$ cat src/rtl/trap_ctrl.sv
// Machine-mode trap sequencer: captures trap/mret at WB, emits a trap record,
// flushes, waits for CSR-side targets to settle, then issues a held redirect.
module trap_ctrl #(
  parameter int SETTLE_CYCLES = 2
) (
  input  logic        clk_i,
  input  logic        rst_i,
  input  logic        wb_valid_i,
  input  logic [31:0] wb_pc_i,
  input  logic        wb_exc_valid_i,
  input  logic [30:0] wb_exc_cause_i,
  input  logic [31:0] wb_exc_tval_i,
  input  logic        wb_mret_i,
  input  logic        irq_i,
  input  logic        irq_en_i,
  input  logic [31:0] trap_handler_addr_i,
  input  logic [31:0] mepc_i,
  input  logic        redirect_ready_i,
  output logic        trap_valid_o,
  output logic        trap_is_interrupt_o,
  output logic [30:0] trap_mcause_o,
  output logic [31:0] trap_pc_o,
  output logic [31:0] trap_tval_o,
  output logic        wb_kill_o,
  output logic        flush_o,
  output logic        redirect_valid_o,
  output logic [31:0] redirect_pc_o
);

  typedef enum logic [1:0] {IDLE, SETTLE, REDIRECT} state_t;

  state_t     state, state_nxt;
  logic [3:0] cnt;
  logic       tgt_mepc;
  logic       irq_take, det_irq, det_exc, det_mret, det_trap, det_any;
  logic       settle_done;

  // Priority: interrupt > exception > mret, only on a valid WB slot in IDLE.
  assign irq_take    = irq_i & irq_en_i;
  assign det_irq     = (state == IDLE) & wb_valid_i & irq_take;
  assign det_exc     = (state == IDLE) & wb_valid_i & wb_exc_valid_i & ~irq_take;
  assign det_mret    = (state == IDLE) & wb_valid_i & wb_mret_i & ~wb_exc_valid_i & ~irq_take;
  assign det_trap    = det_irq | det_exc;
  assign det_any     = det_trap | det_mret;
  assign settle_done = (state == SETTLE) && (cnt == 4'd1);

  always_ff @(posedge clk_i or posedge rst_i) begin
    if (rst_i) state <= IDLE;
    else       state <= state_nxt;
  end

  always_comb begin
    state_nxt = state;
    case (state)
      IDLE:     if (det_any) state_nxt = SETTLE;
      SETTLE:   if (settle_done) state_nxt = REDIRECT;
      REDIRECT: if (redirect_ready_i) state_nxt = IDLE;
      default:  state_nxt = IDLE;
    endcase
  end

  always_comb begin
    wb_kill_o        = det_trap;
    flush_o          = (state != IDLE);
    redirect_valid_o = (state == REDIRECT);
  end

  // Counter hits 0 on the cycle the target is sampled into redirect_pc_o.
  always_ff @(posedge clk_i or posedge rst_i) begin
    if (rst_i) begin
      cnt           <= 4'd0;
      tgt_mepc      <= 1'b0;
      redirect_pc_o <= 32'd0;
    end else begin
      if (det_any) begin
        cnt      <= 4'(SETTLE_CYCLES);
        tgt_mepc <= det_mret;
      end else if (state == SETTLE) begin
        cnt <= cnt - 4'd1;
      end
      if (settle_done)
        redirect_pc_o <= tgt_mepc ? mepc_i : (trap_handler_addr_i & 32'hffff_fffc);
    end
  end

  always_ff @(posedge clk_i or posedge rst_i) begin
    if (rst_i) begin
      trap_valid_o        <= 1'b0;
      trap_is_interrupt_o <= 1'b0;
      trap_mcause_o       <= 31'd0;
      trap_pc_o           <= 32'd0;
      trap_tval_o         <= 32'd0;
    end else begin
      trap_valid_o <= det_trap;
      if (det_trap) begin
        trap_is_interrupt_o <= det_irq;
        trap_mcause_o       <= det_irq ? 31'd11 : wb_exc_cause_i;
        trap_pc_o           <= wb_pc_i;
        trap_tval_o         <= det_irq ? 32'd0 : wb_exc_tval_i;
      end
    end
  end

endmodule

$ cat config.mk
export PLATFORM = sky130hd
export DESIGN_NAME = trap_ctrl
export DESIGN_NICKNAME = d
export VERILOG_FILES = /design/src/rtl/trap_ctrl.sv
export SDC_FILE = /design/constraint.sdc
export NUM_CORES = 1
export LEC_CHECK = 0
export CORE_MARGIN = 3
export CORE_UTILIZATION = 44
export DETAILED_ROUTE_END_ITERATION = 6
export PLACE_DENSITY = 0.93
export SYNTH_ARGS = -nofsm -noshare
export SYNTH_HDL_FRONTEND = slang
export SYNTH_SLANG_ARGS = --single-unit
export TNS_END_PERCENT = 100
$ cat constraint.sdc
create_clock -name clk_i -period 12 [get_ports clk_i]
set_input_delay 3 -clock clk_i [delete_from_list [all_inputs] [get_ports clk_i]]
set_output_delay 3 -clock clk_i [all_outputs]
set_load 0.05 [all_outputs]
==> results of run 1 <==
[report_power, final]
part	leakage, nW	total (mW)	switching [mW]	internal, mW
Clock	0.258	0.471	0.185	0.286
Combinational	2.13	1.76	1.13	0.626
Sequential	1.64	0.839	0.159	0.680
[final cells by class]
class                           count  area share, %
Clock buffer                       21           4.72
Clock inverter                      9          0.826
Inverter                           67           2.69
Multi-Input combinational cell    282           22.2
Sequential cell                   136           35.7
Tap cell                          176           2.31
Timing Repair Buffer              303           31.5
[path summary, 6_finish.rpt]
check,startpoint,endpoint,depth (start not counted)
worst max-delay path,wb_exc_valid_i,wb_kill_o,4
worst max register to register,state[1],trap_pc_o[16],4
worst min-delay path,trap_pc_o[4],trap_pc_o[4],1
worst min register to register,trap_pc_o[4],trap_pc_o[4],1
min in group asynchronous,rst_i,trap_pc_o[21],2
max in group asynchronous,rst_i,trap_tval_o[10],3
[layer usage]
| layer | track usage [%] | vias up | share of wire, % | wire length (um) |
|---|---|---|---|---|
| li1 | - | 2414 | - | - |
| met4 | 10.2 | 0 | 2.7 | 498 |
| met3 | 8.83 | 38 | 10 | 1900 |
| met1 | 27.2 | 2513 | 37 | 6820 |
| met2 | 39.6 | 245 | 50 | 9170 |
| met5 | 0 | - | 0 | 0 |
[cell usage in the layout (no fill, tap or decap), types with 5 or more instances in the layout]
cell type / instances
o21ai_0: 46
nand2_1: 5
nand2b_1: 5
o21ai_1: 18
a21oi_1: 31
a31oi_1: 30
mux2_4: 35
clkdlybuf4s50_1: 295
nand4_1: 60
clkbuf_16: 17
mux2i_1: 32
buf_4: 7
inv_1: 66
clkinv_2: 5
dfrtp_1: 135
[registers in the layout (all words and copies together) (netlist names)]
name / cells
trap_mcause_o: 31
tgt_mepc: 1
trap_pc_o: 32
trap_valid_o: 1
trap_tval_o: 32
redirect_pc_o: 32
trap_is_interrupt_o: 1
cnt: 4
state: 2
[synth_stat cells]
cell type	count	area, um2
a21boi_1	1	7.51
a21oi_1	31	155
a31oi_1	30	188
and2_1	3	18.8
buf_12	3	60.1
buf_2	15	75.1
buf_6	4	45.0
buf_8	1	15.0
clkbuf_1	25	93.8
dfrtp_1	136	3400
ha_1	2	25.0
inv_1	67	251
mux2_4	35	526
mux2i_1	32	320
nand2_1	6	22.5
nand2b_1	5	31.3
nand3b_1	1	7.51
nand4_1	60	375
nor2_1	1	3.75
nor2b_1	1	6.26
nor3b_2	2	25.0
o211ai_1	1	7.51
o21a_4	1	15.0
o21ai_0	46	230
o21ai_1	18	90.1
o31ai_1	1	7.51
or2_2	1	6.26
or3_1	2	12.5
xnor2_1	2	17.5
[stage by stage]
step | util (%) | instances | worst slack [ns] | power [mW]
3_3_place_gp | 67.5 | 964 | 3.69 | 2.56
5_1_grt | 71.5 | 994 | 3.59 | 3.22
3_5_place_dp | 67.5 | 964 | 3.69 | 2.60
4_1_cts | 71.5 | 994 | 3.68 | 3.10
6_report | 71.5 | 994 | 3.67 | 3.07
2_1_floorplan | - | 533 | 5.13 | 2.01
[kinds of logic after synthesis]
kind of cell	count (synthesis)
XOR/XNOR	2
buffers and inverters	115
multiplexers	67
adder cells (fa/ha/maj)	2
AO/OA/AOI/OAI	129
AND/OR/NAND/NOR	82
flip-flops	136
==> out/results.txt, run 1 <==
Synthesis-to-layout area growth -> 57.9%
Via/cell ratio -> 5.24
Hold bufs inserted after CTS -> 0
Minimum clock period -> 8.33 ns
Initial antenna violation count -> 0
Ys Warns -> 0
NumNets Final -> 976
GP Congestion -> 0.747
Placed Area -> 9010 um2
WP data required -> 9.00 ns
Final hold slack -> 0.509 ns
# clock sinks -> 136
Static leakage -> 4.02 nW
Setup Crit Path Kind -> in -> out
Biggest fanout along the worst timing path -> 62
Post-synthesis mux area share -> 14.0%
Setup bufs post-CTS -> 0
Avg Inst Size Synth -> 11.3 um2
Max-cap violations -> 0
Cells after Synth -> 533
Synth Area in Simple Gates -> 8.43%
Root Driver -> clkbuf_16
Worst-path clk slew -> 0.06 ns
Crit path DAT -> 5.33 ns
Final period utilization -> 69.4%
H-tree levels -> 4
Pwr dens -> 322 nW/um2
Final hold vios -> 0
Number of distinct library cells after synthesis -> 29
Io pins -> 299
First-pass GRT wire length -> 27.7 mm
Multi-input logic area -> 2120 um2
Synth Area in Adders -> 0.414%
Clk Latency, worst-skew pair -> 0.41 ns
Syn Nets -> 702
Largest family of logic cells by synthesized area -> multiplexers
Seq. cell area -> 3400 um2
Seq/Total Area, Yosys -> 56.3%
Pre-antenna DRT Iters -> 4
Grt ovf -> 0
Max VDD drop -> 0.200 mV
Final setup fails -> 0
Synth Area in XOR/XNOR -> 0.290%
R2r setup slk -> 9.44 ns
Slowest cell on crit path -> clkdlybuf4s50_1
Post-cts sizing count -> 0
WL/cell -> 18.5 um
Syn Std Cell Area -> 6040 um2
CTS Buf Count -> 17
Largest net degree at the start of global routing -> 81
WL final -> 18.4 mm
Hold/Removal Path Class -> reg -> reg
Synth Area in Compound Gates -> 11.6%
Clock tree buffer depth -> 2
First-iteration detailed-routing DRC count -> 382
Starting density of the core -> 45.3%
Post-DRT Antenna Nets -> 0
DR vias -> 5,210
Total GRT Usage -> 23.7%
CP endpoint kind -> primary output
Critical Path Max Stage Delay -> 0.93 ns
DR DRC count -> 0
RSZ-0062 raised after global routing -> no
Total core area -> 13,300 um2
CTS tree -> built
Finished Cell Area -> 9540 um2
Filler Cells Inserted -> 901
Status -> finished, final reports clean
Fmax -> 120 MHz
Core Rows -> 42
Vias in the first global route -> 5,394
Ratio of cells with drive above 1 in the final layout -> 9.54%
Total die area -> 15,200 um2
CP Buf/Inv Count -> 3
IO buf count -> 296
Final HPWL DP -> 12.7 mm
Slew Viols, Final -> 0
Largest delay share family, worst path -> buffers and inverters
Crit path cell chain -> buf_2 > buf_4 > o21a_4 > clkdlybuf4s50_1
Worst-margin pin slew -> 1.03 ns
Die Height -> 123 um
Die W -> 123 um
Clk_skew -> 0.00612 ns
Ant diodes -> 0
Slew headroom -> 31.3%
Startpoint Class -> input port
Setup TNS -> 0 ns
Yosys reg bits -> 136
Note: power is estimated with default switching activity, not from simulation.
==> run 2: changes to the inputs <==
- CORE_UTILIZATION: 44 -> 41
- PLACE_DENSITY: 0.93 -> 0.87
- clock period: 12 -> 8.7 ns (I/O delays scaled with it)
==> out/results.txt, run 2 (synthesis results as in run 1) <==
Total core area -> 14,100 um2
Die W -> 127 um
DR DRC count -> 0
Max VDD drop -> 0.261 mV
Setup bufs post-CTS -> 0
DR vias -> 5,250
Final hold vios -> 0
Grt ovf -> 0
Setup TNS -> 0 ns
Top Registers -> redirect_pc_o x32, trap_pc_o x32, trap_tval_o x32
Ant diodes -> 0
CP endpoint kind -> primary output
IO buf count -> 296
Crit path DAT -> 4.48 ns
R2r setup slk -> 6.23 ns
WP data required -> 6.53 ns
Post-DRT Antenna Nets -> 0
P_sw -> 2.05 mW
R2R cell count -> 4
Ratio of cells with drive above 1 in the final layout -> 9.90%
GP Congestion -> 0.763
Final HPWL DP -> 12.7 mm
Commonest non-fill, non-tap cell in the layout -> clkdlybuf4s50_1
Clk_skew -> 0.00765 ns
Int Pwr -> 2.32 mW
Commonest cells after routing, fill and taps aside -> clkdlybuf4s50_1 (295), dfrtp_1 (135), inv_1 (66)
Starting density of the core -> 42.7%
Slew Viols, Final -> 0
Total die area -> 16,200 um2
Startpoint Class -> input port
CTS tree -> built
RSZ-0062 raised after global routing -> no
Status -> finished, final reports clean
WL final -> 18.3 mm
Pwr dens -> 452 nW/um2
Flop pwr share -> 26.5%
Design Power -> 4.37 mW
Final setup fails -> 0
First-pass GRT wire length -> 28.3 mm
NumNets Final -> 975
Hold EP -> trap_pc_o[24]
Hold bufs inserted after CTS -> 0
Slew headroom -> 16.4%
Fin util -> 68.3%
Setup Crit Path Kind -> in -> out
Fmax -> 150 MHz
Clk Latency, worst-skew pair -> 0.41 ns
Reg-to-Reg Start -> state[1]
Sw frac -> 46.9%
Worst-path clk slew -> 0.06 ns
Synthesis-to-layout area growth -> 59.9%
Minimum clock period -> 6.65 ns
Reg2reg end -> trap_pc_o[5]
Total GRT Usage -> 22.3%
Final period utilization -> 76.4%
Static leakage -> 4.07 nW
H-tree levels -> 4
Clock tree buffer depth -> 2
# clock sinks -> 136
Worst-margin pin slew -> 1.25 ns
First-iteration detailed-routing DRC count -> 269
Post-cts sizing count -> 0
Core Rows -> 43
Combinational power share -> 55.5%
Hold Startpoint -> trap_pc_o[24]
CTS Buf Count -> 17
Io pins -> 299
Largest net degree at the start of global routing -> 72
Pre-antenna DRT Iters -> 4
Die Height -> 127 um
Root Driver -> clkbuf_16
Hold/Removal Path Class -> reg -> reg
Hold path depth -> 1
Max-cap violations -> 0
Initial antenna violation count -> 0
Biggest fanout along the worst timing path -> 62
Vias in the first global route -> 5,283
WL/cell -> 18.4 um
Final hold slack -> 0.510 ns
Clock Power Share -> 18.1%
Via/cell ratio -> 5.26
## run 2: cell count changes in the layout (fill, tap and decap cells not counted)
cell / previous run / this run
clkbuf_8: 1 / 2
bufinv_16: 1 / 5
buf_4: 7 / 6
clkbuf_1: 3 / 0
clkinv_2: 5 / 2
clkinvlp_4: 2 / 4
## run 2: stage by stage
step	setup WS, ns	instance area (um2)	cells
after detailed placement	2.05	9010	967
after floorplan	2.89	6040	533
after CTS	2.04	9660	998
after global routing	1.96	9660	998
final	2.05	9660	998
after global placement	2.11	9010	967
## run 2: power groups by stage
stage / Clock (mW) / Sequential [mW] / Combinational, mW
global placement: 0 / 1.14 / 2.39
detailed placement: 0 / 1.16 / 2.43
global route: 0.836 / 1.20 / 2.53
CTS: 0.804 / 1.16 / 2.44
finish: 0.790 / 1.16 / 2.42
floorplan: 0 / 2.11 / 0.653
## run 2: worst max-delay path, stage by stage
cell and delay (ns):
buf_2 0.07, buf_4 0.54, o21a_4 0.63, clkdlybuf4s50_1 0.96
## run 2: worst max path at each step
stage / startpoint / cells after the start / slack [ns] / endpoint
finish: wb_exc_valid_i / 4 / 2.05 / wb_kill_o
global route: irq_en_i / 4 / 1.96 / wb_kill_o
CTS: irq_en_i / 4 / 2.04 / wb_kill_o
detailed placement: irq_en_i / 4 / 2.05 / wb_kill_o
global placement: wb_exc_valid_i / 4 / 2.11 / wb_kill_o
floorplan: rst_i / 1 / 2.89 / cnt[0]
## run 2: per-layer routing
layer  up-vias  track usage (%)  routed length (um)
met1      2550             26.4                6890
met2       246             37.0                9130
met5         -                0                   0
met3        31             8.32                1880
met4         0             8.45                 450
li1       2423                -                   -
## run 2: area by class of cell
class	count	area, um2
clock buffers	19	453
inverters	67	256
fillers	1059	4490
clock inverters	12	199
well taps	180	225
repair buffers	302	3000
flip-flops and latches	136	3400
multi-input cells	282	2120
==> run 3: changes to the inputs <==
- CORE_UTILIZATION: 41 -> 37
- PLACE_DENSITY: 0.87 -> 0.84
- clock period: 8.7 -> 5.4 ns (I/O delays scaled with it)
==> out/results.txt, run 3 (synthesis results as in run 1) <==
Status -> finished, final reports clean
Total core area -> 15,900 um2
Static leakage -> 4.06 nW
Filler Cells Inserted -> 1,296
Clk_skew -> 0.00939 ns
Worst-margin pin slew -> 0.945 ns
Post-cts sizing count -> 0
Critical Path Max Stage Delay -> 0.53 ns
Vias in the first global route -> 5,367
WP data required -> 4.05 ns
Pwr dens -> 717 nW/um2
GP Congestion -> 0.747
Clk Latency, worst-skew pair -> 0.41 ns
Initial antenna violation count -> 0
Commonest cells after routing, fill and taps aside -> clkdlybuf4s50_1 (294), dfrtp_1 (135), inv_1 (66)
Die W -> 134 um
Total die area -> 17,900 um2
GRT busiest layer -> met2
Final hold vios -> 0
Fin util -> 60.6%
Fmax -> 241 MHz
CTS tree -> built
Starting density of the core -> 37.9%
GR Util met3 -> 8.96%
Crit path cell chain -> clkdlybuf4s50_1 > and2_1 > o21a_4 > buf_12
Commonest non-fill, non-tap cell in the layout -> clkdlybuf4s50_1
Via/cell ratio -> 4.99
Multi-input logic area -> 2120 um2
Post-DRT Antenna Nets -> 0
WL/cell -> 18.1 um
Ratio of cells with drive above 1 in the final layout -> 10.1%
Final period utilization -> 76.8%
Largest delay share family, worst path -> buffers and inverters
Final HPWL DP -> 13.2 mm
Largest net degree at the start of global routing -> 97
Pre-CTS setup slack -> 1.21 ns
Root Driver -> clkbuf_16
Max-cap violations -> 0
Worst-path clk slew -> 0.06 ns
Final setup fails -> 0
CTS Buf Count -> 17
Startpoint Class -> input port
Ant diodes -> 0
Setup TNS -> 0 ns
First-pass GRT wire length -> 29.2 mm
Pre-antenna DRT Iters -> 4
Synthesis-to-layout area growth -> 60.0%
Grt ovf -> 0
DR vias -> 5,168
First-iteration detailed-routing DRC count -> 188
GRT met1 Usage -> 25.1%
Slew headroom -> 37.0%
Design Power -> 6.93 mW
IO buf count -> 296
Die Height -> 134 um
WL final -> 18.8 mm
Top Registers -> redirect_pc_o x32, trap_pc_o x32, trap_tval_o x32
DR DRC count -> 0
NumNets Final -> 977
RSZ-0062 raised after global routing -> no
Core Rows -> 46
Slowest cell on crit path -> clkdlybuf4s50_1
Final worst-path setup slack -> 1.25 ns
Clock tree buffer depth -> 2
Biggest fanout along the worst timing path -> 29
Setup bufs post-CTS -> 0
Setup Crit Path Kind -> in -> out
CP Buf/Inv Count -> 2
Io pins -> 299
Crit path DAT -> 2.80 ns
Slew Viols, Final -> 0
CP endpoint kind -> primary output
Met2 usage -> 33.8%
# clock sinks -> 136
H-tree levels -> 4
Minimum clock period -> 4.15 ns
Hold/Removal Path Class -> reg -> reg
Hold bufs inserted after CTS -> 0
Total GRT Usage -> 20.9%
Max VDD drop -> 0.427 mV
Seq. cell area -> 3400 um2
-- run 3: changes by cell type in the layout (fill, tap and decap cells not counted), sizes merged --
| cell | previous run | this run |
|---|---|---|
| buf | 7 | 10 |
| bufinv | 5 | 2 |
| clkinvlp | 4 | 2 |
| inv | 67 | 72 |
| clkdlybuf4s50 | 295 | 294 |
-- run 3: report_power, final --
group          leakage [nW]  switching (mW)  internal (mW)
Sequential             1.64           0.352           1.51
Combinational          2.14            2.52           1.40
Clock                 0.281           0.451          0.697
Total                  4.06            3.32           3.61
-- run 3: final timing paths --
path | startpoint | to | slack (ns) | cells after the start
min reg2reg | trap_pc_o[11] | trap_pc_o[11] | 0.51 | 1
min | trap_pc_o[11] | trap_pc_o[11] | 0.51 | 1
max in group asynchronous | rst_i | redirect_pc_o[12] | 2.99 | 3
max | irq_en_i | wb_kill_o | 1.25 | 4
min in group asynchronous | rst_i | trap_tval_o[13] | 1.51 | 2
max reg2reg | state[1] | trap_pc_o[24] | 2.90 | 4
-- run 3: area by class of cell --
type	instances	share of cell area [%]
Clock buffer	19	4.58
Clock inverter	12	1.46
Inverter	67	2.65
Multi-Input combinational cell	282	21.9
Sequential cell	136	35.2
Tap cell	216	2.80
Timing Repair Buffer	304	31.3
-- run 3: through the flow --
step / cell area, um2 / instances / hold slack, ns
2_1_floorplan: 6040 / 533 / 0.491
3_3_place_gp: 9080 / 1005 / 0.492
3_5_place_dp: 9080 / 1005 / 0.490
4_1_cts: 9660 / 1036 / 0.511
5_1_grt: 9660 / 1036 / 0.521
6_report: 9660 / 1036 / 0.505
-- run 3: per-layer routing --
metal,wire length [um],part of all wire [%]
met1,7420,39
met2,9120,48
met3,1900,10
met4,370,2.0
met5,0,0
